<file path="config.mk">
export PLATFORM = sky130hd
export DESIGN_NAME = mem_write_a_res
export DESIGN_NICKNAME = d
export VERILOG_FILES = /design/src/rtl/mat_pkg.sv /design/src/rtl/mem_bank_flags.sv /design/src/rtl/mem_write_a_res.sv
export SDC_FILE = /design/constraint.sdc
export NUM_CORES = 1
export LEC_CHECK = 0
export BUFFER_PORTS_ARGS = -buffer_cell sky130_fd_sc_hd__buf_2
export CORE_ASPECT_RATIO = 0.75
export CORE_MARGIN = 2
export CORE_UTILIZATION = 50
export DETAILED_ROUTE_END_ITERATION = 10
export GPL_TIMING_DRIVEN = 1
export PLACE_DENSITY = 0.79
export RECOVER_POWER = 50
export SLEW_MARGIN = 40
export SYNTH_ARGS = -nofsm -noshare
export SYNTH_HDL_FRONTEND = slang
export SYNTH_SLANG_ARGS = --single-unit
export TNS_END_PERCENT = 1
</file>
<file path="constraint.sdc">
create_clock -name clk -period 5.4 [get_ports clk]
set_clock_uncertainty 0.1 [all_clocks]
set_input_delay 0.54 -clock clk [delete_from_list [all_inputs] [get_ports clk]]
set_output_delay 0.54 -clock clk [all_outputs]
set_load 0.1 [all_outputs]
</file>
<file path="src/rtl/mat_pkg.sv">
// Shared types for the systolic matrix engine A/B buffer generators.
// Bank indexing and dimension widths are common to write and read sides.
package mat_pkg;

    localparam int NUM_BANKS = 2;
    localparam int DIM_W     = 16;

    typedef logic             bank_t;
    typedef logic [DIM_W-1:0] dim_t;

endpackage

</file>
<file path="src/rtl/mem_bank_flags.sv">
// Per-bank full flags exchanged with the buffer reader.
// A set and a release on the same bank in one cycle resolves to set.
module mem_bank_flags
    import mat_pkg::*;
(
    input  logic                 clk,
    input  logic                 rst,
    input  logic                 set_i,
    input  bank_t                set_bank_i,
    input  logic [NUM_BANKS-1:0] release_i,
    output logic [NUM_BANKS-1:0] full_o
);

    logic [NUM_BANKS-1:0] full_q;
    logic [NUM_BANKS-1:0] full_d;

    always_comb begin
        full_d = full_q & ~release_i;
        if (set_i) begin
            full_d[set_bank_i] = 1'b1;
        end
    end

    always_ff @(posedge clk or posedge rst) begin
        if (rst) begin
            full_q <= '0;
        end else begin
            full_q <= full_d;
        end
    end

    assign full_o = full_q;

endmodule

</file>
<file path="src/rtl/mem_write_a_res.sv">
// A-operand buffer write address generator: linear phase*M2+col order,
// ping-ponging between two banks with full/release handshake to the reader.
module mem_write_a_res
    import mat_pkg::*;
#(
    parameter int N1           = 4,
    parameter int MATRIXSIZE_W = 16,
    parameter int ADDR_W       = 12,
    parameter int DATA_W       = 32
) (
    input  logic                    clk,
    input  logic                    rst,
    input  logic [MATRIXSIZE_W-1:0] M2,
    input  logic [MATRIXSIZE_W-1:0] M1dN1,
    input  logic                    in_valid,
    input  logic [DATA_W-1:0]       in_data,
    output logic                    in_ready,
    output logic                    wr_en_A,
    output logic [ADDR_W-1:0]       wr_addr_A,
    output logic [DATA_W-1:0]       wr_data_A,
    output logic                    wr_bank_A,
    output logic                    last_addr_A,
    output logic [1:0]              buf_full,
    input  logic [1:0]              buf_release
);

    localparam logic [MATRIXSIZE_W-1:0] ONE = 1;

    if (N1 < 1 || ADDR_W > MATRIXSIZE_W) begin : g_bad_params
        $error("mem_write_a_res: illegal parameterisation");
    end

    logic [MATRIXSIZE_W-1:0] col_q, col_d;
    logic [MATRIXSIZE_W-1:0] phase_q, phase_d;
    logic [MATRIXSIZE_W-1:0] offset_q, offset_d;
    bank_t                   wb_q, wb_d;
    logic                    pend_q, pend_d;
    bank_t                   pbank_q, pbank_d;

    logic                    wr_en_q, wr_en_d;
    logic [ADDR_W-1:0]       addr_q, addr_d;
    logic [DATA_W-1:0]       data_q, data_d;
    bank_t                   bank_q, bank_d;
    logic                    last_q, last_d;

    logic [1:0]              full;
    logic                    accept;
    logic                    col_end;
    logic                    bank_end;

    assign in_ready = !full[wb_q];
    assign accept   = in_valid && in_ready;
    assign col_end  = (col_q == M2 - ONE);
    assign bank_end = col_end && (phase_q == M1dN1 - ONE);

    always_comb begin
        col_d    = col_q;
        phase_d  = phase_q;
        offset_d = offset_q;
        wb_d     = wb_q;
        pend_d   = 1'b0;
        pbank_d  = pbank_q;
        wr_en_d  = 1'b0;
        last_d   = 1'b0;
        addr_d   = addr_q;
        data_d   = data_q;
        bank_d   = bank_q;
        if (accept) begin
            wr_en_d = 1'b1;
            addr_d  = ADDR_W'(col_q + offset_q);
            data_d  = in_data;
            bank_d  = wb_q;
            col_d   = col_q + ONE;
            if (col_end) begin
                col_d    = '0;
                offset_d = offset_q + M2;
                phase_d  = phase_q + ONE;
            end
            // Bank wrap: flag the old bank one cycle after its last write lands
            if (bank_end) begin
                last_d   = 1'b1;
                offset_d = '0;
                phase_d  = '0;
                wb_d     = !wb_q;
                pend_d   = 1'b1;
                pbank_d  = wb_q;
            end
        end
    end

    always_ff @(posedge clk or posedge rst) begin
        if (rst) begin
            col_q    <= '0;
            phase_q  <= '0;
            offset_q <= '0;
            wb_q     <= 1'b0;
            pend_q   <= 1'b0;
            pbank_q  <= 1'b0;
            wr_en_q  <= 1'b0;
            addr_q   <= '0;
            data_q   <= '0;
            bank_q   <= 1'b0;
            last_q   <= 1'b0;
        end else begin
            col_q    <= col_d;
            phase_q  <= phase_d;
            offset_q <= offset_d;
            wb_q     <= wb_d;
            pend_q   <= pend_d;
            pbank_q  <= pbank_d;
            wr_en_q  <= wr_en_d;
            addr_q   <= addr_d;
            data_q   <= data_d;
            bank_q   <= bank_d;
            last_q   <= last_d;
        end
    end

    mem_bank_flags u_flags (
        .clk        (clk),
        .rst        (rst),
        .set_i      (pend_q),
        .set_bank_i (pbank_q),
        .release_i  (buf_release),
        .full_o     (full)
    );

    assign wr_en_A     = wr_en_q;
    assign wr_addr_A   = addr_q;
    assign wr_data_A   = data_q;
    assign wr_bank_A   = bank_q;
    assign last_addr_A = last_q;
    assign buf_full    = full;

endmodule

</file>
Word-level counts from Yosys, hierarchy flattened

Cells that the tools add are included.

$add $sub $neg: 6
Multipliers: 0
Div/mod/pow operators: 0
$lt $le $gt $ge: 3
Eq/ne operators: 2
Shift operators: 0
Mux-type cells: 13
Bitwise logic cells: 3
Reductions and logical operators: 8

Operators by type and width:

| operator                                                              | count |
|---|---|
| 16-bit two-way mux                                                    | 5 |
| 16-bit by 1-bit adder with 16-bit output (second input constant)      | 2 |
| 16-bit equality test                                                  | 2 |
| 16-bit by 1-bit subtractor with 16-bit output (second input constant) | 2 |
| 16-bit adder                                                          | 1 |
| 12-bit adder                                                          | 1 |
| 1-bit two-way mux                                                     | 6 |
| 1-bit by 2-bit < comparator with 1-bit output (second input constant) | 2 |
| 2-bit AND reduction                                                   | 2 |
| 1-bit logical AND                                                     | 3 |
| 2-bit bitwise AND                                                     | 1 |
| 1-bit logical NOT                                                     | 2 |
| 2-bit two-way mux                                                     | 1 |
| 2-bit inverter                                                        | 1 |
| 2-bit OR                                                              | 1 |
| 2-bit nonzero test                                                    | 1 |
| 1-bit demux with 1-bit select                                         | 1 |
| 1-bit greater-or-equal comparator (second input constant)             | 1 |

Register bits: 99
Bits in latches: 0
Memory bits (writable): 0
ROM bits: 0
Input bits: 69
Output and inout bits: 50
Memories kept: 0

Longest topological paths before layout

Gate-level depths: netlist (run 1).

Word-level depth: 6
Gate-level depth with buffers: 14
Gate-level depth less buffers: 11

By module

From an unflattened synthesis (run 1), not the netlist that was laid out.

Cell total of the unflattened synthesis: 706
Area total of the unflattened synthesis: 6087.1 um2

By module, submodules not included:

| module          | instances | cells each | area each (um2) | sequential area each (um2) |
|---|---|---|---|---|
| mem_write_a_res | 1         | 697        | 6000.8          | 2327.2 |
| mem_bank_flags  | 1         | 9          | 86.3            | 50.0 |

Worst setup path before layout (run 1)

OpenSTA, ideal clock, no wires.

Path type: register to register
Start: reg u_flags.full_q[1], in the netlist u_flags.full_o[1]
End: reg phase_q[10]
Library setup time: 0.095 ns
Data arrival time: 4.038 ns
Path slack: 1.167 ns
Stages on the path, launching flop included: 8
Path buffers: 1
Cell sequence: dfrtp_1 mux2i_1 nand2_1 inv_2 nand4_1 nand2b_4 buf_4 o31ai_1

Longest elaborated chain between the ends: 5

RTL lines:

| item                                                  | line                   | text |
|---|---|---|
| start: declaration                                    | mem_bank_flags.sv:14   | `logic [NUM_BANKS-1:0] full_q;` |
| start signal: assignment                              | mem_bank_flags.sv:28   | `full_q <= full_d;` |
| 1-bit two-way mux (not written as such) (2 in series) | mem_write_a_res.sv:51  | `assign in_ready = !full[wb_q];` |
| 1-bit logical NOT                                     | mem_write_a_res.sv:51  |  |
| named net in_ready                                    | mem_write_a_res.sv:17  | `output logic in_ready,` |
| 1-bit logical AND                                     | mem_write_a_res.sv:52  | `assign accept = in_valid && in_ready;` |
| 2-bit AND reduction (no source line)                  | -                      |  |
| end signal: assignment                                | mem_write_a_res.sv:106 | `phase_q <= phase_d;` |
| end: declaration                                      | mem_write_a_res.sv:34  | `logic [MATRIXSIZE_W-1:0] phase_q, phase_d;` |

The timed path passes the listed nets, and every way through them passes these cells. The select of a mux whose other input is x is not followed.
A chain may end at the register's enable or synchronous reset.

Final worst setup path (run 1)

Start: reg wb_q
End: reg offset_q[8]

Longest elaborated chain between the ends: 5

RTL lines:

| item                                                  | line                   | text |
|---|---|---|
| start: declaration                                    | mem_write_a_res.sv:36  | `bank_t wb_q, wb_d;` |
| start signal: assignment                              | mem_write_a_res.sv:108 | `wb_q <= wb_d;` |
| 1-bit two-way mux (not written as such) (2 in series) | mem_write_a_res.sv:51  |  |
| 1-bit logical NOT                                     | mem_write_a_res.sv:51  |  |
| 1-bit logical AND                                     | mem_write_a_res.sv:52  |  |
| 2-bit AND reduction (no source line)                  | -                      |  |
| end signal: assignment                                | mem_write_a_res.sv:107 | `offset_q <= offset_d;` |
| end: declaration                                      | mem_write_a_res.sv:35  | `logic [MATRIXSIZE_W-1:0] offset_q, offset_d;` |

Every way passes these cells. The select of a mux whose other input is x is not followed.

==> impl_results.md, run 1 <==
- Clock sinks: 95
- Leakage Power: 3.45 nW
- Worst Path Class, Setup: reg2reg
- Crit. End Element: flop
- HP Class: in2reg
- 1st-iter DRT viols: 399
- Proportion of layout cells with a drive suffix above 1: 0.177
- Antenna viol nets, final: 0
- Hold path endpoint: wr_data_A[1]$_DFFE_PP0P_
- Number of synthesized register bits: 95
- Reg2reg start: wb_q$_DFFE_PP0P_
- Crit-path cells: mux2i_1, nand2_2, inv_2, clkbuf_1, and3_1, mux2_2
- Design area: 7130 um^2
- Height of the die: 100 um
- # setup viols final: 0
- Cell family with most CP delay: buffers and inverters
- Req. time, crit path: 5530 ps
- Vias in the first global route: 5,101
- Insertion delay to the later sink of the worst-skew pair: 350 ps
- Pwr Density: 293 nW/um^2
- Root buf cell: clkbuf_16
- CP Data Arrival Time: 3800 ps
- Hold_sp: in_data[1]
- Layout area overhead: 16.1%
- Final HPWL DP: 11,300 um
- Async S/R FF share, synth: 1.00
- Global-route wire length before repair: 25,400 um
- FP Rows: 35
- # resized after CTS: 0
- Antenna cells: 0
- Post-CTS Setup Repair Bufs: 0
- Placed Area: 6870 um^2
- Final Hold Vio Count: 0
- Most common cell after layout, fill and taps aside: nand2_1
- Cell Area, Synth: 6140 um^2
- RSZ-0062 raised after global routing: no
- Worst-path maximum fanout: 45
- Commonest cells after routing, fill and taps aside: nand2_1 (141), buf_2 (98), dfrtp_1 (95)
- Net count after synthesis: 807
- Register area share after synthesis: 0.387
- GRT Util Overall: 0.237
- Initial Util: 0.506
- Hold path cells: 3
- Placed Cells: 974
- TritonCTS clock tree: built
- Fmax: 273 MHz
- CTS Buffer Depth: 2
- Vias per inst: 5.55
- Io pins: 119
- Area of the multi-input gates: 3550 um^2
- Mean Syn Cell Area: 8.65 um^2
- Number of flops mapped to enable cells by yosys: 0
- RR Endpoint: offset_q[8]$_DFFE_PP0P_
- Largest net degree at the start of global routing: 64
- Status: complete, but fails checks
- Final worst-path cycle share: 0.679
- Crit path buf inv count: 2
- Mapped Cells: 710
- Synth cell types: 72
- FF-to-FF setup slack: 1730 ps
- Relative slew margins: -0.686
- Power Total: 2.09 mW
- Total core area: 12,100 um^2
- CTS Buf Count: 9
- Non-Filler Instances: 990
- Final net count: 916
- Post-route setup TNS: 0 ps
- R2R depth: 6
- Worst IR Drop VDD: 0.206 mV
- Setup crit start kind: flop
- Slew Viols, Final: 162
- Remaining DRCs: 0
- Reg area: 2380 um^2
- Fillers: 1,106
- Die Wd: 132 um
- Routed WL: 15,200 um
- Vias: 5,490
- Port bufs: 118
- Slowest stage cell, crit path: clkbuf_1
- CTS clk-pin slew, worst paths: 80 ps
- Initial antenna violation count: 0
- Die Area: 13,200 um^2
- Max-cap check violation count: 3
- GPL Wtd Cong: 0.942
- Failing checks: max-capacitance violations, max-slew violations
- CP peak stage delay: 1390 ps
- Slew @ Worst Pin: 2530 ps
- YS warnings: 0
- Final min period: 3670 ps
- Pre-antenna DRT Iters: 5
- H-Tree Level Count: 3
- Routed len/inst: 15.4 um
- Grt ovf: 0
- Most common flop cell mapped by yosys: dfrtp_1
- Cts hold-fix bufs: 0
-- worst reg2reg max path: cells and delay by family (launching register included) --
family / cells / cell delay, ps
flip-flops: 1 / 430
AND/OR/NAND/NOR: 2 / 870
buffers and inverters: 2 / 1470
multiplexers: 2 / 690
-- Yosys cell counts, types with 6 or more instances --
master | instances | share of area
o21a_1 | 6 | 0.0073
nor3_1 | 29 | 0.024
nor3b_1 | 6 | 0.0073
o21ai_0 | 33 | 0.027
nor4_1 | 7 | 0.0071
mux2i_1 | 6 | 0.0098
a21o_1 | 16 | 0.020
ha_1 | 26 | 0.053
o31ai_1 | 22 | 0.027
dfrtp_1 | 95 | 0.39
clkbuf_1 | 16 | 0.0098
xnor2_1 | 27 | 0.039
or4_1 | 6 | 0.0073
or3_1 | 8 | 0.0082
nor2_1 | 42 | 0.026
nand2_1 | 142 | 0.087
nand2b_1 | 8 | 0.0082
a21oi_1 | 25 | 0.020
xor2_1 | 30 | 0.043
and3_1 | 9 | 0.0092
inv_1 | 28 | 0.017
nand3_1 | 25 | 0.020
-- worst max-delay path by stage --
| stage | start | end | slack [ps] | depth (start not counted) |
|---|---|---|---|---|
| 3_3_place_gp | M2[0] | offset_q[8]$_DFFE_PP0P_ | 1590 | 10 |
| 3_5_place_dp | M2[1] | offset_q[8]$_DFFE_PP0P_ | 1500 | 10 |
| 6_report | wb_q$_DFFE_PP0P_ | offset_q[8]$_DFFE_PP0P_ | 1730 | 6 |
| 2_1_floorplan | u_flags.full_o[1]$_DFF_PP0_ | phase_q[10]$_DFFE_PP0P_ | 1170 | 7 |
| 4_1_cts | M2[1] | offset_q[8]$_DFFE_PP0P_ | 1850 | 10 |
| 5_1_grt | wb_q$_DFFE_PP0P_ | phase_q[4]$_DFFE_PP0P_ | 1230 | 7 |
-- where the power goes --
group	internal (mW)	switching [mW]	leakage (nW)	total (mW)
Clock	0.323	0.302	0.141	0.626
Combinational	0.149	0.491	2.09	0.640
Sequential	0.769	0.0519	1.22	0.821
Total	1.24	0.845	3.45	2.09
-- metrics by stage --
step | utilization | hold slack, ps | worst slack, ps
after detailed placement | 0.567 | 359 | 1500
after global routing | 0.588 | 274 | 1230
after CTS | 0.590 | 193 | 1850
final | 0.588 | 270 | 1730
after global placement | 0.566 | 355 | 1590
after floorplan | - | 351 | 1170
-- registers in the layout, indices dropped and copies added (netlist names) --
name / cells
u_flags.full_o: 2
wr_data_A: 32
offset_q: 12
wr_en_A: 1
wr_addr_A: 12
pbank_q: 1
wr_bank_A: 1
col_q: 16
wb_q: 1
phase_q: 16
last_addr_A: 1
-- layer usage --
layer	part of all wire	routed length, um	GRT usage	vias to the layer above
met4	0.0066	101	0.0460	0
met5	0	0	0	-
met3	0.075	1140	0.0596	10
met2	0.42	6350	0.351	183
met1	0.50	7630	0.356	2577
li1	-	-	-	2720
-- kinds of logic after synthesis --
| family | Yosys count | share of synthesized area |
|---|---|---|
| compound gates | 144 | 0.157 |
| xor+xnor | 57 | 0.0813 |
| fa+ha+maj | 28 | 0.0595 |
| buf+inv | 54 | 0.0359 |
| flops | 95 | 0.387 |
| mux | 10 | 0.0171 |
| simple gates | 322 | 0.262 |
-- area by class of cell --
| cell class | count | area share |
|---|---|---|
| clock buffer | 9 | 0.0316 |
| tap | 166 | 0.0291 |
| multi-input combinational | 561 | 0.498 |
| clock inverter | 7 | 0.00860 |
| timing repair buffer | 123 | 0.0836 |
| sequential | 95 | 0.334 |
| inverter | 29 | 0.0154 |
Power figures use the tool's default switching activity.
==> inputs of run 2 (changes only) <==
==> constraint.sdc (replaced) <==
create_clock -name clk -period 3.85 [get_ports clk]
set_clock_uncertainty 0.1 [all_clocks]
set_input_delay 0.385 -clock clk [delete_from_list [all_inputs] [get_ports clk]]
set_output_delay 0.385 -clock clk [all_outputs]
set_load 0.1 [all_outputs]
==> impl_results.md, run 2 (synthesized netlist as in run 1, its figures left out) <==
- Reg2reg start: col_q[15]$_DFFE_PP0P_
- Leakage Power: 3.48 nW
- M1 wire length: 7240 um
- # setup viols final: 0
- H-Tree Level Count: 3
- Crit. End Element: flop
- Vias in the first global route: 5,211
- Fmax: 304 MHz
- Failing checks: max-capacitance violations, max-slew violations
- CTS Buf Count: 9
- Design area: 7150 um^2
- Worst-path maximum fanout: 7
- Initial Util: 0.506
- Fillers: 1,109
- Proportion of layout cells with a drive suffix above 1: 0.180
- Vias: 5,538
- Die Area: 13,200 um^2
- Pwr Density: 409 nW/um^2
- Crit-path cells: buf_2, inv_1, ha_1, or4b_1, nor3_1, mux2i_1, mux2i_1, and3b_1, and3_1, mux2_2
- Pre-antenna DRT Iters: 5
- Worst IR Drop VDD: 0.257 mV
- Layout area overhead: 16.5%
- CP most frequent cell: mux2i_1
- Final net count: 919
- Slew Viols, Final: 81
- Final Hold Vio Count: 0
- Relative slew margins: -0.977
- Largest net degree at the start of global routing: 81
- Post-CTS Setup Repair Bufs: 0
- Largest register FFs: 32
- Die Wd: 132 um
- Max-cap check violation count: 1
- Final HPWL DP: 11,000 um
- Initial antenna violation count: 0
- Slew @ Worst Pin: 2960 ps
- Final worst-path cycle share: 0.853
- Final min period: 3290 ps
- Placed Area: 6900 um^2
- Vias per inst: 5.58
- RSZ-0062 raised after global routing: no
- CP Data Arrival Time: 3420 ps
- Grt ovf: 0
- Cts hold-fix bufs: 0
- Met3 Wirelength: 1200 um
- Cell family with most CP delay: simple AND/OR/NAND/NOR gates
- 1st-iter DRT viols: 306
- Area of the multi-input gates: 3550 um^2
- Post-route setup TNS: 0 ps
- Metal2 WL: 6370 um
- CP peak stage delay: 630 ps
- Remaining DRCs: 0
- Antenna cells: 0
- Reg area: 2380 um^2
- Req. time, crit path: 3980 ps
- FF-to-FF setup slack: 830 ps
- HP Class: in2reg
- Insertion delay to the later sink of the worst-skew pair: 350 ps
- Hold_sp: buf_release[0]
- Setup crit start kind: input pin
- FP Rows: 35
- Commonest cells after routing, fill and taps aside: nand2_1 (141), buf_2 (97), dfrtp_1 (95)
- Root buf cell: clkbuf_16
- Highest Signal Layer: met4
- Clock sinks: 95
- Worst Path Class, Setup: in2reg
- Io pins: 119
- CTS Buffer Depth: 2
- GPL Wtd Cong: 0.979
- Status: complete, but fails checks
- Routed len/inst: 15.1 um
- CTS clk-pin slew, worst paths: 70 ps
- Global-route wire length before repair: 25,900 um
- TritonCTS clock tree: built
- Slowest stage cell, crit path: or4b_1
- Port bufs: 118
- # resized after CTS: 0
- GRT Util Overall: 0.240
- Total core area: 12,100 um^2
- Crit path buf inv count: 2
- Height of the die: 100 um
- Antenna viol nets, final: 0
- Routed WL: 15,000 um
- Critical path startpoint: M2[1]
- Most common cell after layout, fill and taps aside: nand2_1
==> run 2: cell types whose count changed in the layout (fill, tap and decap cells not counted), sizes merged <==
cell      previous run  this run
clkinvlp             2         1
clkinv               1         2
buf                101       104
==> run 2: worst register-to-register path: cells and delay by family (launching register included) <==
family,cells,cell delay (ps)
flip-flops,1,400
AO/OA/AOI/OAI,3,970
buffers and inverters,1,320
XOR/XNOR,2,640
AND/OR/NAND/NOR,3,480
==> run 2: per-stage QoR <==
| step | utilization | hold WS [ps] | setup slack [ps] | power (mW) | instances |
|---|---|---|---|---|---|
| after detailed placement | 0.569 | 357 | 288 | 2.07 | 977 |
| final | 0.589 | 112 | 564 | 2.92 | 993 |
| after CTS | 0.592 | 91.2 | 642 | 2.96 | 993 |
| after global routing | 0.589 | 116 | 231 | 3.07 | 993 |
| after floorplan | - | 351 | 302 | 1.87 | 710 |
| after global placement | 0.568 | 354 | 387 | 2.06 | 977 |
==> run 2: worst paths after layout <==
check	end	cells past startpoint
worst max-delay path	offset_q[8]$_DFFE_PP0P_	10
worst min-delay path	u_flags.full_o[0]$_DFF_PP0_	2
worst max register to register	offset_q[6]$_DFFE_PP0P_	9
worst min register to register	wr_data_A[24]$_DFFE_PP0P_	2
max in group asynchronous	col_q[9]$_DFFE_PP0P_	2
min in group asynchronous	wr_data_A[14]$_DFFE_PP0P_	2
==> run 2: final cells by class <==
| class | instances | share of cell area |
|---|---|---|
| multi-input cells | 561 | 0.496 |
| flip-flops and latches | 95 | 0.333 |
| repair buffers | 126 | 0.0870 |
| clock buffers | 9 | 0.0315 |
| well taps | 166 | 0.0291 |
| inverters | 29 | 0.0152 |
| clock inverters | 7 | 0.00858 |
==> run 2: power by group <==
group	switching, mW	leakage [nW]	total, mW	internal (mW)
clock network	0.424	0.140	0.876	0.452
logic	0.688	2.12	0.895	0.207
registers	0.0725	1.22	1.15	1.08
total	1.18	3.48	2.92	1.74
==> run 2: per-layer routing <==
| layer | vias up | global-route usage |
|---|---|---|
| li1 | 2718 | - |
| met1 | 2601 | 0.353 |
| met2 | 200 | 0.356 |
| met3 | 19 | 0.0626 |
| met4 | 0 | 0.0552 |
| met5 | - | 0 |
